$ cat config.mk
export PLATFORM = sky130hd
export DESIGN_NAME = llsc_reservation_unit
export DESIGN_NICKNAME = d
export VERILOG_FILES = /design/src/rtl/llsc_reservation_unit.sv
export SDC_FILE = /design/constraint.sdc
export NUM_CORES = 1
export LEC_CHECK = 0
export ABC_AREA = 1
export BUFFER_PORTS_ARGS = -buffer_cell sky130_fd_sc_hd__clkbuf_2
export CAP_MARGIN = 40
export CELL_PAD_IN_SITES_DETAIL_PLACEMENT = 1
export CELL_PAD_IN_SITES_GLOBAL_PLACEMENT = 1
export CORE_UTILIZATION = 42
export DETAILED_ROUTE_END_ITERATION = 6
export GPL_TIMING_DRIVEN = 1
export PLACE_DENSITY_LB_ADDON = 0.1
export SLEW_MARGIN = 0
export SYNTH_ARGS = -nofsm -noshare
export SYNTH_HDL_FRONTEND = slang
export SYNTH_SLANG_ARGS = --single-unit
$ cat constraint.sdc
create_clock -name clk -period 4.1 [get_ports clk]
set_clock_uncertainty 0.1 [all_clocks]
set_input_delay 0 -clock clk [delete_from_list [all_inputs] [get_ports clk]]
set_output_delay 0 -clock clk [all_outputs]
set_load 0.02 [all_outputs]
$ cat src/rtl/llsc_reservation_unit.sv
// llsc_reservation_unit: multi-channel LL/SC reservation tracker.
// Each channel holds a valid bit, a reserved granule and an optional expiry
// counter. SC results are registered and come out one cycle after the SC.
module llsc_reservation_unit #(
  parameter int NUM_CH   = 2,
  parameter int ADDR_W   = 32,
  parameter int GRAN_LSB = 2,
  parameter int TIMEOUT  = 0,
  parameter int CH_W     = (NUM_CH > 1) ? $clog2(NUM_CH) : 1,
  parameter int CNT_W    = (TIMEOUT > 0) ? $clog2(TIMEOUT + 1) : 1
) (
  input  logic              clk,
  input  logic              rst,
  input  logic [NUM_CH-1:0] flush,
  input  logic              ll_valid,
  input  logic [CH_W-1:0]   ll_ch,
  input  logic [ADDR_W-1:0] ll_addr,
  input  logic              sc_valid,
  input  logic [CH_W-1:0]   sc_ch,
  input  logic [ADDR_W-1:0] sc_addr,
  input  logic              st_valid,
  input  logic [CH_W-1:0]   st_ch,
  input  logic [ADDR_W-1:0] st_addr,
  output logic              sc_done,
  output logic              sc_ok,
  output logic [NUM_CH-1:0] llbit_o
);

  localparam int GW = ADDR_W - GRAN_LSB;

  logic [NUM_CH-1:0] valid_q, valid_d;
  logic [GW-1:0]     gran_q [NUM_CH];
  logic [GW-1:0]     gran_d [NUM_CH];
  logic [CNT_W-1:0]  cnt_q  [NUM_CH];
  logic [CNT_W-1:0]  cnt_d  [NUM_CH];
  logic              sc_done_q, sc_done_d;
  logic              sc_ok_q, sc_ok_d;

  logic [GW-1:0] ll_gran, sc_gran, st_gran;
  logic          st_in_range;
  logic          sc_hit;
  logic          foreign_st;

  assign ll_gran = ll_addr[ADDR_W-1:GRAN_LSB];
  assign sc_gran = sc_addr[ADDR_W-1:GRAN_LSB];
  assign st_gran = st_addr[ADDR_W-1:GRAN_LSB];

  // A store from a channel index that does not exist is ignored everywhere.
  assign st_in_range = (int'(st_ch) < NUM_CH);

  // Byte-offset bits inside a granule never take part in matching.
  generate
    if (GRAN_LSB > 0) begin : g_unused_low
      logic unused_low;
      assign unused_low = ^{ll_addr[GRAN_LSB-1:0], sc_addr[GRAN_LSB-1:0],
                            st_addr[GRAN_LSB-1:0]};
    end
  endgenerate

  // SC outcome from the current registered state. A same-cycle foreign store
  // to the granule is ordered first, so it makes the SC fail.
  always_comb begin
    sc_hit = 1'b0;
    for (int c = 0; c < NUM_CH; c++) begin
      if (sc_ch == CH_W'(c)) begin
        sc_hit = valid_q[c] && (gran_q[c] == sc_gran) && !flush[c];
      end
    end
    foreign_st = st_valid && st_in_range && (st_ch != sc_ch) && (st_gran == sc_gran);
    sc_done_d  = sc_valid;
    sc_ok_d    = sc_valid && sc_hit && !foreign_st;
  end

  // Per-channel next state: flush, own SC, own LL, foreign store, expiry.
  always_comb begin
    for (int c = 0; c < NUM_CH; c++) begin
      valid_d[c] = valid_q[c];
      gran_d[c]  = gran_q[c];
      cnt_d[c]   = cnt_q[c];
      if (flush[c]) begin
        valid_d[c] = 1'b0;
      end else if (sc_valid && (sc_ch == CH_W'(c))) begin
        valid_d[c] = 1'b0;
      end else if (ll_valid && (ll_ch == CH_W'(c))) begin
        valid_d[c] = 1'b1;
        gran_d[c]  = ll_gran;
        cnt_d[c]   = CNT_W'(TIMEOUT);
      end else if (st_valid && st_in_range && (st_ch != CH_W'(c)) &&
                   valid_q[c] && (gran_q[c] == st_gran)) begin
        valid_d[c] = 1'b0;
      end else if ((TIMEOUT > 0) && valid_q[c]) begin
        if (cnt_q[c] == CNT_W'(1)) begin
          valid_d[c] = 1'b0;
        end else if (cnt_q[c] != '0) begin
          cnt_d[c] = cnt_q[c] - CNT_W'(1);
        end
      end
    end
  end

  // State registers; reset clears reservations and any pending SC result.
  always_ff @(posedge clk or posedge rst) begin
    if (rst) begin
      valid_q   <= '0;
      sc_done_q <= 1'b0;
      sc_ok_q   <= 1'b0;
      for (int c = 0; c < NUM_CH; c++) begin
        gran_q[c] <= '0;
        cnt_q[c]  <= '0;
      end
    end else begin
      valid_q   <= valid_d;
      sc_done_q <= sc_done_d;
      sc_ok_q   <= sc_ok_d;
      for (int c = 0; c < NUM_CH; c++) begin
        gran_q[c] <= gran_d[c];
        cnt_q[c]  <= cnt_d[c];
      end
    end
  end

  assign sc_done = sc_done_q;
  assign sc_ok   = sc_ok_q;
  assign llbit_o = valid_q;

endmodule

==> results.sh, run 1 <==
export IMPL_hp_class="primary input to flop"
export IMPL_yosysSeqAreaShare=0.338
export IMPL_critical_path_top_delay_family="buffers and inverters"
export IMPL_final_common_cell="nand2_1"
export IMPL_ys_types=20
export IMPL_numPortBuffers=103
export IMPL_grt_usage=0.281
export IMPL_die_y_um=108
export IMPL_crit_type="primary input to flop"
export IMPL_clock_latency_ns=0.34
export IMPL_clk_pin_slew_worst_paths_ns=0.05
export IMPL_hold_path_end="llbit_o[1]"
export IMPL_first_iter_violations=153
export IMPL_whs_path_depth=6
export IMPL_placed_area_sq_um=5360
export IMPL_rr_startpoint="gran_q[49]"
export IMPL_start_kind="primary input"
export IMPL_cts_sinks=64
export IMPL_cts_tree="done"
export IMPL_fin_nets=926
export IMPL_synthToLayoutAreaGrowth_pct=25.6
export IMPL_grtUsageMet2=0.480
export IMPL_cp_slowest_cell="dlygate4sd3_1"
export IMPL_avgSynthCellArea_sq_um=6.98
export IMPL_grtUsageMet3=0.0368
export IMPL_grt_max_degree=65
export IMPL_place_hpwl_um=11900
export IMPL_p_leak_uw=0.00305
export IMPL_finalCritPeriodShare=0.458
export IMPL_dr_pass1_iters=4
export IMPL_grt_pass1_vias=4859
export IMPL_htreeDepth=3
export IMPL_grt_antenna_before_repair=0
export IMPL_fin_tns_setup_ns=0
export IMPL_fmax_ghz=0.533
export IMPL_num_vias=4597
export IMPL_path_buf_inv=4
export IMPL_initial_core_util=0.434
export IMPL_setup_viol=0
export IMPL_finalPower_uw=2260
export IMPL_status="finished, final reports clean"
export IMPL_min_period_ns=1.88
export IMPL_viasPerCell=4.78
export IMPL_ys_warn_count=0
export IMPL_crit_arrival_ns=1.98
export IMPL_final_cell_mix="nand2_1 (235), clkbuf_2 (103), inv_1 (97)"
export IMPL_syn_num_nets=786
export IMPL_met1_usage=0.367
export IMPL_rows=38
export IMPL_top_usage_layer="met2"
export IMPL_dieArea_sq_um=11700
export IMPL_cts_root_buf="clkbuf_16"
export IMPL_fp_dieW_um=108
export IMPL_ios=110
export IMPL_core_area_sq_um=10900
export IMPL_endpoint_kind="flop"
export IMPL_drt_wl_total_um=15400
export IMPL_yosys_top_cells_area="dfrtp_1 (34%), nand2_1 (19%), xnor2_1 (15%)"
export IMPL_r2r_cells=7
export IMPL_maxCapViolations=0
export IMPL_crit_path_start="sc_ch"
export IMPL_cpPeakStageDelay_ns=0.54
export IMPL_ir_drop_mv=0.237
export IMPL_slew_violations=0
export IMPL_hold_violations=0
export IMPL_synth_area_sq_um=4740
export IMPL_critical_path_cell_chain="dlygate4sd3_1 > clkbuf_2 > inv_2 > nand2_2 > nand2_1 > or3b_2 > buf_4 > nand2_1 > o21ai_2"
export IMPL_required_ns=4.20
export IMPL_remaining_drc_errors=0
export IMPL_pre_cts_ws_ns=2.46
export IMPL_worstHoldStart="flush[1]"
export IMPL_wl_per_cell_um=16.0
export IMPL_synth_top_cell_area_share=0.338
export IMPL_rsz0062_at_grt="no"
export IMPL_hold_buffers=36
export IMPL_drive_gt1_frac=0.192
export IMPL_final_antenna_net_count=0
export IMPL_r2r_end="sc_ok"
export IMPL_setup_ws_ns=2.22
export IMPL_clk_path_buf_depth=2
export IMPL_grt_ovfl_total=0
export IMPL_slew_headroom=0.425
export IMPL_syn_inst=680
export IMPL_ys_ff_latch=64
export IMPL_cp_max_fo=61
export IMPL_gp_congestion=0.852
export IMPL_grt_pass1_wl_um=24200
export IMPL_crit_path_frequent_cell="nand2_1"
export IMPL_numCtsBuffers=9
export IMPL_diodes=0
export IMPL_p_per_area_nw_per_um2=379
export IMPL_post_cts_resized=0
export IMPL_r2r_setup_slack_ns=2.44
export IMPL_yosysTopAreaCell="dfrtp_1"
export IMPL_cts_setup_buffers=0
export IMPL_fin_area_sq_um=5960
export IMPL_worst_pin_slew_ns=0.863
## how the worst max path moves through the flow
stage,end,slack [ns],depth (start not counted)
finish,gran_q[39],2.22,9
detailed placement,gran_q[54],2.46,8
global route,gran_q[47],2.12,9
CTS,gran_q[54],2.27,9
floorplan,gran_q[0],2.40,1
global placement,sc_ok,2.48,7
## state kept, by name (all words and copies together), names as in the netlist
name	cells
gran_q	60
llbit_o	2
sc_done	1
sc_ok	1
## final cells by class
type / instances / area, sq um
Timing Repair Buffer: 142 / 898
Inverter: 99 / 372
Fill cell: 1460 / 4980
Clock buffer: 11 / 233
Multi-Input combinational cell: 504 / 2670
Tap cell: 140 / 175
Sequential cell: 64 / 1600
Clock inverter: 2 / 10.0
## through the flow
stage          hold slack (ns)   util  std cells
2_1_floorplan          -0.0686      -        680
3_5_place_dp            0.0682  0.490        913
4_1_cts                 0.0321  0.545        962
6_report                0.0199  0.545        962
5_1_grt                 0.0733  0.545        962
3_3_place_gp            0.0674  0.490        913
## where the power goes
part / switching (uW) / leakage (uW) / internal (uW)
combinational: 387 / 0.00213 / 321
clock: 274 / 0.000121 / 396
sequential: 136 / 0.000803 / 743
## cell families (layout without fill, tap and decap cells)
logic type,Yosys count,count (layout),synth area share
AND/OR/NAND/NOR,326,326,0.268
AO/OA/AOI/OAI,75,75,0.104
XOR/XNOR,103,103,0.190
flip-flops,64,64,0.338
buffers and inverters,112,254,0.0997
## routing by layer
layer | up-vias | routed length [um] | part of all wire
met4 | 0 | 269 | 0.017
met2 | 88 | 7320 | 0.47
li1 | 2320 | - | -
met1 | 2172 | 7240 | 0.47
met5 | - | 0 | 0
met3 | 17 | 609 | 0.039
## Yosys cell counts
library cell,number
a21oi_1,1
a221oi_1,1
a22oi_1,1
buf_6,7
clkbuf_1,6
dfrtp_1,64
inv_1,98
inv_2,1
nand2_1,235
nand2_2,1
nand3_1,7
nand4_1,6
nor2_1,68
nor3_1,1
o21ai_0,42
o21ai_2,30
or2_2,7
or3b_1,1
xnor2_1,80
xor2_1,23
## tightest hold or removal path, delay by kind of cell
family,cells,cell delay [ns]
simple gates,3,0.22
compound gates,1,0.07
buf+inv,2,0.13
Note: power is estimated with default switching activity, not from simulation.
==> run 2, diff against run 1 <==
--- a/config.mk
+++ b/config.mk
@@ -10,7 +10,7 @@
 export CAP_MARGIN = 40
 export CELL_PAD_IN_SITES_DETAIL_PLACEMENT = 1
 export CELL_PAD_IN_SITES_GLOBAL_PLACEMENT = 1
-export CORE_UTILIZATION = 42
+export CORE_UTILIZATION = 35
 export DETAILED_ROUTE_END_ITERATION = 6
 export GPL_TIMING_DRIVEN = 1
 export PLACE_DENSITY_LB_ADDON = 0.1
==> constraint.sdc (replaced) <==
create_clock -name clk -period 1.6 [get_ports clk]
set_clock_uncertainty 0.1 [all_clocks]
set_input_delay 0 -clock clk [delete_from_list [all_inputs] [get_ports clk]]
set_output_delay 0 -clock clk [all_outputs]
set_load 0.02 [all_outputs]
==> results.sh, run 2 (synthesized netlist as in run 1, its figures left out) <==
export IMPL_final_antenna_net_count=0
export IMPL_required_ns=1.72
export IMPL_final_common_cell="nand2_1"
export IMPL_dr_pass1_iters=5
export IMPL_diodes=0
export IMPL_grt_antenna_before_repair=0
export IMPL_finalCritPeriodShare=0.970
export IMPL_rsz0062_at_grt="no"
export IMPL_maxCapViolations=0
export IMPL_largest_reg_flops=60
export IMPL_fmax_ghz=0.644
export IMPL_die_y_um=118
export IMPL_r2r_setup_slack_ns=0.11
export IMPL_placedCellCount=955
export IMPL_synthToLayoutAreaGrowth_pct=29.4
export IMPL_hp_class="primary input to flop"
export IMPL_whs_path_depth=6
export IMPL_slew_violations=0
export IMPL_clk_pin_slew_worst_paths_ns=0.06
export IMPL_cts_sinks=64
export IMPL_grt_pass1_wl_um=26900
export IMPL_clock_latency_ns=0.34
export IMPL_cts_tree="done"
export IMPL_cts_root_buf="clkbuf_16"
export IMPL_setup_ws_ns=0.0483
export IMPL_endpoint_kind="flop"
export IMPL_clk_path_buf_depth=2
export IMPL_status="finished, final reports clean"
export IMPL_grt_usage=0.257
export IMPL_first_iter_violations=185
export IMPL_setup_viol=0
export IMPL_cp_max_fo=61
export IMPL_worstHoldStart="flush[0]"
export IMPL_fp_dieW_um=118
export IMPL_ir_drop_mv=0.444
export IMPL_top_register="gran_q"
export IMPL_htreeDepth=3
export IMPL_grt_ovfl_total=0
export IMPL_numPortBuffers=103
export IMPL_core_area_sq_um=13200
export IMPL_start_kind="primary input"
export IMPL_r2r_cells=9
export IMPL_initial_core_util=0.358
export IMPL_viasPerCell=4.61
export IMPL_n_fill_cell=1759
export IMPL_rows=42
export IMPL_rr_startpoint="gran_q[41]"
export IMPL_gp_congestion=0.886
export IMPL_final_util=0.463
export IMPL_drive_gt1_frac=0.206
export IMPL_fin_nets=932
export IMPL_hold_violations=0
export IMPL_layout_cells_non_filler=1006
export IMPL_drt_wl_total_um=16900
export IMPL_crit_path_start="ll_ch"
export IMPL_slew_headroom=0.741
export IMPL_grt_max_degree=65
export IMPL_num_vias=4640
export IMPL_worst_pin_slew_ns=0.389
export IMPL_min_period_ns=1.55
export IMPL_placed_area_sq_um=5490
export IMPL_pre_cts_ws_ns=0.0774
export IMPL_dieArea_sq_um=14000
export IMPL_final_cell_mix="nand2_1 (235), clkbuf_2 (103), inv_1 (97)"
export IMPL_cts_setup_buffers=0
export IMPL_fin_tns_setup_ns=0
export IMPL_hold_path_end="llbit_o[0]"
export IMPL_wl_per_cell_um=16.8
export IMPL_ios=110
export IMPL_crit_arrival_ns=1.67
export IMPL_multiInputGateArea_sq_um=2690
export IMPL_p_leak_uw=0.00312
export IMPL_grt_pass1_vias=5127
export IMPL_fin_area_sq_um=6140
export IMPL_r2r_end="llbit_o[0]"
export IMPL_crit_type="primary input to flop"
export IMPL_remaining_drc_errors=0
export IMPL_place_hpwl_um=13100
export IMPL_numCtsBuffers=9
export IMPL_regArea_sq_um=1600
export IMPL_p_per_area_nw_per_um2=981
==> run 2: stage by stage <==
stage	hold WS, ns	power, uW
floorplan	-0.0686	3370
global placement	0.0119	4050
detailed placement	0.0193	4110
CTS	0.000670	6080
global route	0.0495	6430
finish	0.00391	6020
==> run 2: repair_timing <==
action,4_1_cts,5_1_grt
hold buffers,36,0
endpoints found under the hold margin,126,0
endpoints found under the setup margin,0,1
gates resized for setup,0,4
==> run 2: metal layers <==
layer  vias to the layer above  wire (um)  track usage
li1                       2333          -            -
met1                      2163       7480        0.320
met2                       111       8280        0.446
met3                        33        514       0.0285
met4                         0        581        0.115
met5                         -          0            0
==> run 2: worst max path at each step <==
stage	to	cells past startpoint
after global placement	llbit_o[1]	8
final	gran_q[44]	6
after floorplan	llbit_o[0]	9
after CTS	llbit_o[1]	8
after detailed placement	llbit_o[1]	8
after global routing	sc_ok	7
==> run 2: worst max-delay path, stage by stage <==
cell           delay (ns)
dlygate4sd3_1        0.54
clkbuf_2             0.13
or3b_2               0.51
buf_12               0.22
nand2_1              0.13
o21ai_2              0.07
==> run 2: area by class of cell <==
cell class	instances	share of cell area
Clock buffer	12	0.0418
Clock inverter	3	0.00285
Inverter	99	0.0612
Multi-Input combinational cell	504	0.438
Sequential cell	64	0.261
Tap cell	176	0.0359
Timing Repair Buffer	148	0.160
==> run 2: report_power, final <==
group | internal (uW) | switching (uW)
clock network | 1120 | 739
logic | 871 | 1050
registers | 1900 | 340
==> run 3, diff against run 2 <==
--- a/config.mk
+++ b/config.mk
@@ -5,14 +5,14 @@
 export SDC_FILE = /design/constraint.sdc
 export NUM_CORES = 1
 export LEC_CHECK = 0
-export ABC_AREA = 1
 export BUFFER_PORTS_ARGS = -buffer_cell sky130_fd_sc_hd__clkbuf_2
 export CAP_MARGIN = 40
 export CELL_PAD_IN_SITES_DETAIL_PLACEMENT = 1
 export CELL_PAD_IN_SITES_GLOBAL_PLACEMENT = 1
-export CORE_UTILIZATION = 35
+export CORE_UTILIZATION = 37
 export DETAILED_ROUTE_END_ITERATION = 6
 export GPL_TIMING_DRIVEN = 1
+export MAX_ROUTING_LAYER = met4
 export PLACE_DENSITY_LB_ADDON = 0.1
 export SLEW_MARGIN = 0
 export SYNTH_ARGS = -nofsm -noshare
==> results.sh, run 3 <==
export IMPL_syn_inst=349
export IMPL_grt_max_degree=65
export IMPL_n_fill_cell=1157
export IMPL_r2r_cells=5
export IMPL_clk_path_buf_depth=2
export IMPL_required_ns=1.74
export IMPL_largest_reg_flops=60
export IMPL_cp_slowest_cell="or4_4"
export IMPL_yosysSeqAreaShare=0.398
export IMPL_pre_cts_ws_ns=-0.189
export IMPL_cts_root_buf="clkbuf_8"
export IMPL_grt_pass1_vias=3675
export IMPL_top_register="gran_q"
export IMPL_status="complete, but fails checks"
export IMPL_remaining_drc_errors=0
export IMPL_fin_nets=632
export IMPL_path_buf_inv=0
export IMPL_synth_edf_count=0
export IMPL_final_antenna_net_count=0
export IMPL_maxCapViolations=0
export IMPL_switching_power_uw=1940
export IMPL_violations="negative setup slack"
export IMPL_sw_frac_of_total=0.335
export IMPL_cp_num_cells=5
export IMPL_synthToLayoutAreaGrowth_pct=40.5
export IMPL_crit_type="flop to flop"
export IMPL_htreeDepth=3
export IMPL_clk_pin_slew_worst_paths_ns=0.07
export IMPL_rr_startpoint="gran_q[23]"
export IMPL_p_clk_frac=0.239
export IMPL_finalPower_uw=5770
export IMPL_num_vias=3354
export IMPL_finalCritPeriodShare=1.10
export IMPL_crit_path_start="gran_q[23]"
export IMPL_p_seq_frac=0.397
export IMPL_r2r_setup_slack_ns=-0.16
export IMPL_setup_ws_ns=-0.164
export IMPL_hold_violations=0
export IMPL_slew_headroom=0.666
export IMPL_numCtsBuffers=9
export IMPL_fp_dieW_um=106
export IMPL_endpoint="llbit_o[1]"
export IMPL_ir_drop_mv=0.483
export IMPL_final_util=0.541
export IMPL_synth_ff_type="dfrtp_1"
export IMPL_grt_usage=0.262
export IMPL_rsz0062_at_grt="yes"
export IMPL_numPortBuffers=103
export IMPL_endpoint_kind="flop"
export IMPL_ios=110
export IMPL_grt_antenna_before_repair=1
export IMPL_synth_top_cell_area_share=0.398
export IMPL_drt_wl_total_um=13800
export IMPL_dieArea_sq_um=11300
export IMPL_ys_ff_latch=64
export IMPL_initial_core_util=0.385
export IMPL_die_y_um=106
export IMPL_gp_congestion=0.915
export IMPL_grt_ovfl_total=0
export IMPL_yosysMostFrequentCell="xnor2_1"
export IMPL_worst_pin_slew_ns=0.497
export IMPL_synth_area_sq_um=4030
export IMPL_viasPerCell=5.03
export IMPL_start_kind="flop"
export IMPL_ys_types=20
export IMPL_slew_violations=0
export IMPL_ys_top_cells_by_count="xnor2_1 (77), xor2_1 (73), dfrtp_1 (64), mux2_2 (60)"
export IMPL_synthArstFlopShare=1.00
export IMPL_p_per_area_nw_per_um2=1020
export IMPL_final_cell_mix="clkbuf_2 (103), xor2_1 (72), xnor2_1 (67)"
export IMPL_critical_path_cell_chain="xor2_1 > or4_4 > nor4_4 > nand4_1 > a31o_1"
export IMPL_avgSynthCellArea_sq_um=11.5
export IMPL_clock_latency_ns=0.35
export IMPL_ys_warn_count=0
export IMPL_setup_viol=3
export IMPL_crit_arrival_ns=1.91
export IMPL_r2r_end="llbit_o[1]"
export IMPL_pwr_share_comb=0.365
export IMPL_hp_class="primary input to flop"
export IMPL_place_hpwl_um=10800
export IMPL_cts_tree="done"
export IMPL_syn_num_nets=455
export IMPL_min_period_ns=1.76
export IMPL_cp_max_fo=2
export IMPL_cts_setup_buffers=0
export IMPL_yosys_top_cells_area="dfrtp_1 (40%), mux2_2 (17%), xnor2_1 (17%)"
export IMPL_wl_per_cell_um=20.6
export IMPL_cpPeakStageDelay_ns=0.55
export IMPL_p_leak_uw=0.00247
export IMPL_grt_pass1_wl_um=20800
export IMPL_fmax_ghz=0.567
export IMPL_rows=37
export IMPL_cts_sinks=64
export IMPL_drive_gt1_frac=0.436
export IMPL_dr_pass1_iters=4
export IMPL_layout_cells_non_filler=667
export IMPL_core_area_sq_um=10500
export IMPL_first_iter_violations=155
export IMPL_intPower_uw=3830
export IMPL_fin_tns_setup_ns=-0.249
export IMPL_placedCellCount=617
export IMPL_final_common_cell="clkbuf_2"
export IMPL_yosysTopAreaCell="dfrtp_1"
export IMPL_critical_path_top_delay_family="simple AND/OR/NAND/NOR gates"
run 3: cell types whose count changed after synthesis, moves of 7 or more:
cell / change
mux2_2: +60
inv_1: -97
o21ai_2: -30
nor4_1: +24
buf_6: -7
nor2_1: -66
xor2_1: +50
o21ai_0: -41
nand2_1: -233
or2_2: -7
nand4_1: +18
run 3: repair_timing:
item / in CTS / in global routing
setup endpoints to repair: 3 / 3
hold endpoints to repair: 127 / 0
hold buffers: 35 / 0
pin swaps: 8 / 3
gates resized for setup: 13 / 7
run 3: layout make-up:
class | instances | area, sq um | area share
multi-input cells | 278 | 2530 | 0.448
flip-flops and latches | 64 | 1600 | 0.283
repair buffers | 172 | 1160 | 0.205
well taps | 136 | 170 | 0.0301
clock buffers | 11 | 141 | 0.0250
clock inverters | 4 | 45.0 | 0.00796
inverters | 1 | 7.51 | 0.00133
diodes | 1 | 2.50 | 0.000442
run 3: metrics by stage:
step / instance area [sq um] / hold WS [ns]
after global placement: 5000 / 0.0153
final: 5660 / 0.0681
after CTS: 5610 / 0.0803
after detailed placement: 5000 / 0.0238
after floorplan: 4030 / -0.0686
after global routing: 5660 / 0.0876
run 3: kinds of logic (layout without fill, tap and decap cells):
logic type,Yosys count,in the layout,synth area share
DFF,64,64,0.398
xor gates and xnor gates,150,150,0.326
AOI/OAI and AO/OA,5,5,0.00714
buffers and inverters,7,188,0.00714
and+or+nand+nor,63,63,0.0944
other,0,1,0
muxes,60,60,0.168
run 3: worst reg2reg max path, stage by stage (launching register included):
cell	delay, ns
dfrtp_1	0.39
xor2_1	0.17
or4_4	0.55
nor4_4	0.15
nand4_1	0.11
a31o_1	0.19
run 3: how the worst min path moves through the flow:
stage                       to  cells after the start        start  slack [ns]
finish              llbit_o[0]                      5  st_addr[17]        0.07
global route             sc_ok                      5   st_addr[5]        0.09
CTS                 llbit_o[0]                      5  st_addr[17]        0.08
detailed placement  gran_q[59]                      3          rst        0.02
global placement    gran_q[11]                      3          rst        0.02
floorplan              sc_done                      0     sc_valid       -0.07
run 3: power groups by stage:
| stage | combinational, uW | sequential [uW] | clock (uW) |
|---|---|---|---|
| after floorplan | 1040 | 2280 | 0 |
| after global placement | 1920 | 2280 | 0 |
| after global routing | 2250 | 2330 | 1470 |
| after CTS | 2080 | 2290 | 1410 |
| after detailed placement | 1940 | 2310 | 0 |
| final | 2100 | 2290 | 1380 |
run 3: metal layers:
metal | track usage | share of wire
met1 | 0.321 | 0.44
met2 | 0.436 | 0.50
met3 | 0.0589 | 0.046
met4 | 0.0704 | 0.019
met5 | - | 0
